===== config.mk =====
export PLATFORM = sky130hd
export DESIGN_NAME = key_debounce
export DESIGN_NICKNAME = d
export VERILOG_FILES = /design/src/rtl/key_pkg.sv /design/src/rtl/debounce_chan.sv /design/src/rtl/key_debounce.sv
export SDC_FILE = /design/constraint.sdc
export NUM_CORES = 1
export LEC_CHECK = 0
export BUFFER_PORTS_ARGS = -buffer_cell sky130_fd_sc_hd__clkbuf_2
export CORE_ASPECT_RATIO = 2
export CORE_MARGIN = 1
export CORE_UTILIZATION = 50
export DETAILED_ROUTE_END_ITERATION = 10
export PLACE_DENSITY = 0.67
export SYNTH_ARGS = -nofsm -noshare
export SYNTH_HDL_FRONTEND = slang
export SYNTH_SLANG_ARGS = --single-unit

===== constraint.sdc =====
create_clock -name clk -period 2.1 [get_ports clk]
set_input_delay 0.105 -clock clk [delete_from_list [all_inputs] [get_ports clk]]
set_output_delay 0.105 -clock clk [all_outputs]
set_load 0.01 [all_outputs]

===== src/rtl/key_pkg.sv =====
// Shared types and defaults for the key debounce block.
package key_pkg;

  localparam int unsigned N_DEF          = 11;
  localparam int unsigned TICK_DIV_DEF   = 1000;
  localparam int unsigned DB_TICKS_DEF   = 20;
  localparam int unsigned HOLD_TICKS_DEF = 500;
  localparam int unsigned REP_TICKS_DEF  = 100;

  typedef enum logic [1:0] {
    LOW     = 2'd0,
    WAIT_HI = 2'd1,
    HIGH    = 2'd2,
    WAIT_LO = 2'd3
  } db_state_e;

  // Counter width able to hold 0..limit-1, never narrower than one bit.
  function automatic int unsigned cnt_width(input int unsigned limit);
    return (limit > 1) ? $clog2(limit) : 1;
  endfunction

endpackage


===== src/rtl/debounce_chan.sv =====
// One debounce channel: LOW/WAIT_HI/HIGH/WAIT_LO FSM with tick counter and
// registered press/release/auto-repeat pulses.
module debounce_chan
  import key_pkg::*;
#(
  parameter int unsigned DB_TICKS   = DB_TICKS_DEF,
  parameter int unsigned HOLD_TICKS = HOLD_TICKS_DEF,
  parameter int unsigned REP_TICKS  = REP_TICKS_DEF
) (
  input  logic clk,
  input  logic rst,
  input  logic tick,
  input  logic s,
  output logic level,
  output logic press,
  output logic release_pulse,
  output logic repeat_pulse
);

  localparam int unsigned HR_MAX = (HOLD_TICKS > REP_TICKS) ? HOLD_TICKS : REP_TICKS;
  localparam int unsigned CMAX   = (DB_TICKS > HR_MAX) ? DB_TICKS : HR_MAX;
  localparam int unsigned CW     = cnt_width(CMAX);

  localparam logic [CW-1:0] DB_LAST   = CW'(DB_TICKS - 1);
  localparam logic [CW-1:0] HOLD_LAST = CW'(HOLD_TICKS - 1);
  localparam logic [CW-1:0] REP_LAST  = CW'(REP_TICKS - 1);

  db_state_e     state_q, state_d;
  logic [CW-1:0] cnt_q, cnt_d;
  logic          rep_phase_q, rep_phase_d;
  logic          press_d, release_d, repeat_d;
  logic [CW-1:0] hold_limit;

  always_ff @(posedge clk) begin
    if (rst) begin
      state_q       <= LOW;
      cnt_q         <= '0;
      rep_phase_q   <= 1'b0;
      press         <= 1'b0;
      release_pulse <= 1'b0;
      repeat_pulse  <= 1'b0;
    end else begin
      state_q       <= state_d;
      cnt_q         <= cnt_d;
      rep_phase_q   <= rep_phase_d;
      press         <= press_d;
      release_pulse <= release_d;
      repeat_pulse  <= repeat_d;
    end
  end

  // First repeat waits HOLD_TICKS; the phase flag then switches to REP_TICKS
  // so the counter always reloads from zero instead of running past a limit.
  always_comb begin
    state_d     = state_q;
    cnt_d       = cnt_q;
    rep_phase_d = rep_phase_q;
    press_d     = 1'b0;
    release_d   = 1'b0;
    repeat_d    = 1'b0;
    hold_limit  = rep_phase_q ? REP_LAST : HOLD_LAST;
    case (state_q)
      LOW: begin
        if (s) begin
          state_d = WAIT_HI;
          cnt_d   = '0;
        end
      end
      WAIT_HI: begin
        if (!s) begin
          state_d = LOW;
          cnt_d   = '0;
        end else if (tick) begin
          if (cnt_q == DB_LAST) begin
            state_d     = HIGH;
            press_d     = 1'b1;
            cnt_d       = '0;
            rep_phase_d = 1'b0;
          end else begin
            cnt_d = cnt_q + CW'(1);
          end
        end
      end
      HIGH: begin
        if (!s) begin
          state_d = WAIT_LO;
          cnt_d   = '0;
        end else if (tick) begin
          if (cnt_q == hold_limit) begin
            repeat_d    = 1'b1;
            cnt_d       = '0;
            rep_phase_d = 1'b1;
          end else begin
            cnt_d = cnt_q + CW'(1);
          end
        end
      end
      WAIT_LO: begin
        if (s) begin
          state_d     = HIGH;
          cnt_d       = '0;
          rep_phase_d = 1'b0;
        end else if (tick) begin
          if (cnt_q == DB_LAST) begin
            state_d   = LOW;
            release_d = 1'b1;
            cnt_d     = '0;
          end else begin
            cnt_d = cnt_q + CW'(1);
          end
        end
      end
      default: begin
        state_d = LOW;
        cnt_d   = '0;
      end
    endcase
  end

  assign level = (state_q == HIGH) || (state_q == WAIT_LO);

endmodule


===== src/rtl/key_debounce.sv =====
// Multi-channel key debouncer: per-bit synchronizers, a shared sample-tick
// prescaler and one debounce_chan per input.
module key_debounce
  import key_pkg::*;
#(
  parameter int unsigned N          = N_DEF,
  parameter int unsigned TICK_DIV   = TICK_DIV_DEF,
  parameter int unsigned DB_TICKS   = DB_TICKS_DEF,
  parameter int unsigned HOLD_TICKS = HOLD_TICKS_DEF,
  parameter int unsigned REP_TICKS  = REP_TICKS_DEF
) (
  input  logic         clk,
  input  logic         rst,
  input  logic [N-1:0] raw_in,
  output logic [N-1:0] level,
  output logic [N-1:0] press,
  output logic [N-1:0] release_pulse,
  output logic [N-1:0] repeat_pulse
);

  localparam int unsigned PW = cnt_width(TICK_DIV);
  localparam logic [PW-1:0] PRE_LAST = PW'(TICK_DIV - 1);

  logic [N-1:0]  s_meta, s_sync;
  logic [PW-1:0] pre_q;
  logic          tick;

  always_ff @(posedge clk) begin
    if (rst) begin
      s_meta <= '0;
      s_sync <= '0;
    end else begin
      s_meta <= raw_in;
      s_sync <= s_meta;
    end
  end

  assign tick = (pre_q == PRE_LAST);

  always_ff @(posedge clk) begin
    if (rst) begin
      pre_q <= '0;
    end else if (tick) begin
      pre_q <= '0;
    end else begin
      pre_q <= pre_q + PW'(1);
    end
  end

  for (genvar i = 0; i < N; i++) begin : g_chan
    debounce_chan #(
      .DB_TICKS   (DB_TICKS),
      .HOLD_TICKS (HOLD_TICKS),
      .REP_TICKS  (REP_TICKS)
    ) u_chan (
      .clk           (clk),
      .rst           (rst),
      .tick          (tick),
      .s             (s_sync[i]),
      .level         (level[i]),
      .press         (press[i]),
      .release_pulse (release_pulse[i]),
      .repeat_pulse  (repeat_pulse[i])
    );
  end

endmodule


; Word-level counts from Yosys, hierarchy flattened
; Cells that the tools add are included.
[totals]
ff_bits = 197
inputBits = 13
out_inout_bits = 44
wordCells = 766
[op_classes]
addsub = 12
eq_ne = 210
n_mux = 330
bitwise_logic = 45
reduce_logical = 100
[op_table]
columns = op, count
row1 = $mux 9, 99
row2 = $pmux 9 s4, 11
row3 = $mux 2, 88
row4 = $ne 2x2->1 const B, 75
row5 = $mux 1, 110
row6 = $add 9x1->9 const B, 11
row7 = $eq 9x5->1 const B, 11
row8 = $eq 9x9->1, 11
row9 = $ne 3x3->1 const B, 30
row10 = $pmux 2 s4, 11
row11 = $reduce_and 8->1, 11
row12 = $ne 3x2->1 const B, 25
row13 = $reduce_and 6->1, 11
row14 = $reduce_or 3->1, 22
row15 = $ne 2x1->1 const B, 24
row16 = $not 1->1, 45
row17 = $eq 2x2->1 const B, 22
row18 = $reduce_or 4->1, 11
row19 = $pmux 1 s3, 11
row20 = $reduce_bool 3->1, 11
row21 = $eq 2x1->1 const B, 11
row22 = $logic_not 2->1, 11
row23 = $reduce_and 2->1, 11
row24 = $logic_or 1x1->1, 11
row25 = other kinds (3), 3

; Logic depth before layout (Yosys ltp)
[depth]
word_depth = 6
depth_mapped = 11
depth_no_buf = 7

; Modules after synthesis
; From an unflattened synthesis, not the netlist that was laid out.
[unflattened]
cells_unflattened = 1401
hier_area_um2 = 11843.9
[by_module_without_submodules]
columns = mod, instances, cells_each, area_each_um2, seq_area_each_um2
row1 = debounce_chan (g_chan[0].u_chan ...), 5, 120, 991.0, 300.3
row2 = debounce_chan (g_chan[5].u_chan ...), 5, 119, 972.2, 300.3
row3 = key_debounce, 1, 97, 1048.5, 640.6
row4 = debounce_chan (g_chan[1].u_chan), 1, 109, 979.7, 300.3

; Least setup slack after synthesis
; Ideal clock, no wire load.
[synth_path]
kind = flip-flop to flip-flop
start = register pre_q[0]
end = register g_chan[5].u_chan.cnt_q[6]
setup_time_ps = 117
t_arrival_ps = 1879
t_required_ps = 1983
setup_slack_ps = 103
path_stages_with_launch = 10
n_path_buf = 3
synth_period_minus_slack_ps = 1997
cell_sequence = dfxtp_1 > ha_1 > and3b_1 > buf_6 > and3_4 > buf_6 > buf_8 > nor2_1 > or3b_1 > a32o_1
[synth_between]
elab_chain_cells = 4
elab_cells_between_ends = 7
classes_between = eq/ne: 2 / mux: 4 / reduce/logical: 1
[synth_lines]
columns = item, line_no
row1 = start: declaration, key_debounce.sv:25  ; logic [PW-1:0] pre_q;
row2 = start signal: assignment, key_debounce.sv:46  ; pre_q <= pre_q + PW'(1);
row3 = $eq 10x10->1 (*), key_debounce.sv:38  ; assign tick = (pre_q == PRE_LAST);
row4 = $mux 9, -
row5 = $mux 9 (on tied branches), -
row6 = $pmux 9 s4, -
row7 = end signal: assignment, debounce_chan.sv:44  ; cnt_q <= cnt_d;
row8 = end: declaration, debounce_chan.sv:29  ; logic [CW-1:0] cnt_q, cnt_d;
; Every way passes the cells marked *; elsewhere a longest branch is shown, timed or not.
; A chain may end at the register's enable or synchronous reset.

; Final worst setup path
[layout_path]
start = register g_chan[5].u_chan.cnt_q[0]
end = register g_chan[5].u_chan.cnt_q[5]
[layout_between]
elab_chain_cells = 5
elab_cells_between_ends = 11
classes_between = add/sub: 1 / eq/ne: 2 / mux: 8
[layout_lines]
columns = item, line_no
row1 = "$add 9x1->9, or another cell as far along", "debounce_chan.sv:80, debounce_chan.sv:94, debounce_chan.sv:109"
row2 = $mux 9 (on tied branches), "debounce_chan.sv:74, debounce_chan.sv:104, debounce_chan.sv:89"
row3 = $mux 9 (on tied branches), "debounce_chan.sv:103, debounce_chan.sv:88"
row4 = $mux 9 (on tied branches), "debounce_chan.sv:99, debounce_chan.sv:85, debounce_chan.sv:70"
row5 = $pmux 9 s4 (*), debounce_chan.sv:62  ; case (state_q)
; Every way passes the cells marked *; elsewhere a longest branch is shown, timed or not. The select of a mux whose other input is x is not followed.

==> impl_metrics.csv <==
group,metric,value,unit
clock_network,clk_pin_slew,0.08,ns
final_layout,layout_common_cells,"dfxtp_1, nand2_1, nor2_1",
clock_network,cts_root_buf,"clkbuf_16",
sta,relSlewSlack,64.4,%
outcome,status,"complete, no violations",
sta,totalNegativeSetupSlack,0,ns
floorplan,row_count,75,
sta,finalSetupViolCount,0,
logic_synthesis,syn_inst,1346,
logic_synthesis,synthesis.nets,1371,
floorplan,io_pins,57,
job,maxCapViolations,0,
critical_path,crit_chain,"ha_1, nor3b_2, and3_1, buf_4, or2_2, a21oi_2, a21oi_1, a211oi_1",
logic_synthesis,yosys_warnings,0,
sta,hold_violations,0,
final_layout,antenna_cells,0,
min_path,worst_hold_path_type,"input port to flip-flop",
route,antenna_left,0,
route,via_count,10400,
critical_path,timing.rr.start,"g_chan[5].u_chan.cnt_q[0]",
critical_path,cpPeakStageDelay,0.34,ns
critical_path,cp_num_buf_inv,1,
sta,tightest_slew,0.529,ns
floorplan,fp.dieW,106,µm
logic_synthesis,synth.avg_cell_area,8.05,µm²
sta,setup_slack,0.0820,ns
route,drt-pass1-iter-count,7,
critical_path,rrSetupSlack,0.08,ns
sta,max_freq,496,MHz
global_route,grt_max_degree,64,
global_route,grt_pass1_wl,47600,µm
critical_path,end_kind,"flip-flop",
clock_network,clk_path_buf_depth,2,
global_route,gr-total-overflow,0,
sta,finalCriticalPeriod,2.02,ns
power_and_ir_drop,ir_worst_vdd,0.604,mV
final_layout,final_common_cell,"dfxtp_1",
placement,pre_cts_ws,-0.0604,ns
floorplan,dieArea,0.0223,mm²
global_route,track_usage,26.6,%
global_route,grt_pass1_vias,10200,
placement,hpwl,21100,µm
route,via_per_inst,6.16,
global_route,antenna_found_initial,0,
placement,place_inst,1641,
route,drc,0,
floorplan,die_y,210,µm
critical_path,path_class,"flip-flop to flip-flop",
critical_path,arrival,2.38,ns
critical_path,crit_start,"g_chan[5].u_chan.cnt_q[0]",
logic_synthesis,seq_area_frac_synth,36.4,%
final_layout,fin_cells,1691,
logic_synthesis,synth_cell_types,92,
clock_network,clock_latency,0.46,ns
route,wl_per_cell,17.3,µm
route,drt-total-wl,29200,µm
placement,place_congestion,0.938,
critical_path,cp_max_fo,4,
logic_synthesis,synth-async-reset-ratio,0,%
critical_path,cp-endpoint,"g_chan[5].u_chan.cnt_q[5]",
logic_synthesis,syn_area,0.0108,mm²
clock_network,cts_tree,"done",
sta,finClkSkew,0.00933,ns
final_layout,multi_input_area,0.00625,mm²
critical_path,critPathRequiredTime,2.46,ns
floorplan,core_area,0.0211,mm²
logic_synthesis,synth-seq-cells,197,
logic_synthesis,synth_edf_count,0,
final_layout,regArea,0.00395,mm²
critical_path,worst-r2r-cell-count,8,
power_and_ir_drop,pwr_density_cell,614,mW/mm²
placement,portBuffers,56,
clock_network,htreeDepth,4,
critical_path,cp_top_family,"simple AND/OR/NAND/NOR gates",
critical_path,worstSetupStartpointType,"flip-flop",
sta,finalMaxSlewViolations,0,
final_layout,fillers,1871,
power_and_ir_drop,leakage,4.81,nW
clock_network,clock-sinks,197,
floorplan,start_util,51.3,%
critical_path,r2r_end,"g_chan[5].u_chan.cnt_q[5]",
final_layout,drive_gt1_share,18.2,%
route,drt_iter0_markers,436,
sta,fin_crit_sh,96.1,%
final_layout,area_delta_synth_final,16.4,%
logic_synthesis,synth-main-ff-cell,"dfxtp_1",
clock_network,cts_made_buffers,17,
critical_path,cp.depth,8,
final_layout,layout.nets,1434,
critical_path,cp_slowest_cell,"dfxtp_1",
-- registers in the layout, summed over array words and instances, names as in the netlist, named ones only --
signal,cells
pre_q,10
g_chan.u_chan.press,11
g_chan.u_chan.release_pulse,11
s_meta,11
g_chan.u_chan.state_q,11
s_sync,11
g_chan.u_chan.repeat_pulse,11
g_chan.u_chan.cnt_q,99
g_chan.u_chan.rep_phase_q,11
-- synth_stat cells, types with 6 or more instances --
library cell	n	area share [%]
a211oi_1	14	0.97
a21o_1	10	0.69
a21oi_1	94	4.3
a221oi_1	7	0.57
a22oi_1	8	0.55
a311oi_1	28	2.3
a31oi_1	16	0.92
and2_1	17	0.98
and3_1	44	2.5
and4_1	10	0.81
and4b_1	10	0.92
buf_2	13	0.60
buf_4	44	3.0
clkbuf_1	67	2.3
dfxtp_1	197	36
ha_1	12	1.4
inv_1	24	0.83
mux2i_1	10	0.92
nand2_1	131	4.5
nand2b_1	9	0.52
nand3_1	73	3.4
nand4_1	12	0.69
nor2_1	118	4.1
nor2b_1	30	1.7
nor3_1	40	1.8
nor3b_1	34	2.4
nor4_1	16	0.92
nor4b_1	13	1.1
o2111ai_1	9	0.73
o211ai_1	12	0.83
o21a_1	7	0.49
o21ai_0	54	2.5
o21ai_1	8	0.37
o21bai_1	6	0.42
o22ai_1	6	0.35
or3_1	11	0.64
xnor2_1	8	0.65
xor2_1	15	1.2
-- metal layers --
| metal | global-route usage, % | up-vias | part of all wire, % |
|---|---|---|---|
| met1 | 26.3 | 4975 | 38 |
| met5 | 0 | - | 0 |
| met3 | 3.28 | 114 | 3.2 |
| li1 | - | 5054 | - |
| met2 | 50.6 | 280 | 54 |
| met4 | 18.4 | 0 | 5.6 |
-- timing repair --
item | 4_1_cts | 5_1_grt
hold endpoints to repair | 15 | 0
buffers inserted | 3 | 1
endpoints found under the setup margin | 13 | 88
hold buffers | 12 | 0
cloned | 0 | 2
resized for setup | 6 | 40
pin swaps | 0 | 7
-- kinds of logic after synthesis --
family                     Yosys count  synth area share (%)
xor gates and xnor gates            23                  1.86
buffers and inverters              158                  7.70
adders and majority gates           12                  1.39
DFF                                197                  36.4
and+or+nand+nor                    599                  29.5
muxes                               10                 0.924
AOI/OAI and AO/OA                  347                  22.2
-- tightest hold or removal path, stage by stage --
cell and delay (ns):
dlygate4sd3_1 0.52, clkbuf_2 0.09, nor2b_1 0.10
-- report_power, final --
part | leakage, nW | switching (W) | total [W] | internal, W
Combinational | 2.91 | 0.000220 | 0.000367 | 0.000147
Clock | 0.308 | 0.00163 | 0.00356 | 0.00193
Sequential | 1.59 | 0.0000485 | 0.00381 | 0.00377
Total | 4.81 | 0.00190 | 0.00774 | 0.00584
-- area by class of cell --
class / instances / area share, %
well taps: 269 / 2.67
clock buffers: 17 / 3.37
multi-input cells: 991 / 49.5
clock inverters: 15 / 1.62
inverters: 24 / 0.714
flip-flops and latches: 197 / 31.3
repair buffers: 178 / 10.8
-- how the worst min path moves through the flow --
stage / start / to / cells after the start
detailed placement: raw_in[7] / s_meta[7] / 2
floorplan: raw_in[0] / s_meta[0] / 1
global placement: raw_in[3] / s_meta[3] / 2
finish: raw_in[9] / s_meta[9] / 3
CTS: raw_in[9] / s_meta[9] / 3
global route: raw_in[7] / s_meta[7] / 3
-- through the flow --
step	hold slack (ns)	utilization (%)	cell area, µm²	total power (W)
4_1_cts	0.379	58.6	12400	0.00779
3_3_place_gp	0.312	54.7	11500	0.00423
5_1_grt	0.414	59.7	12600	0.00800
2_1_floorplan	0.233	-	10800	0.00410
6_report	0.386	59.7	12600	0.00774
3_5_place_dp	0.321	54.7	11500	0.00423
Note: power is estimated with default switching activity, not from simulation.
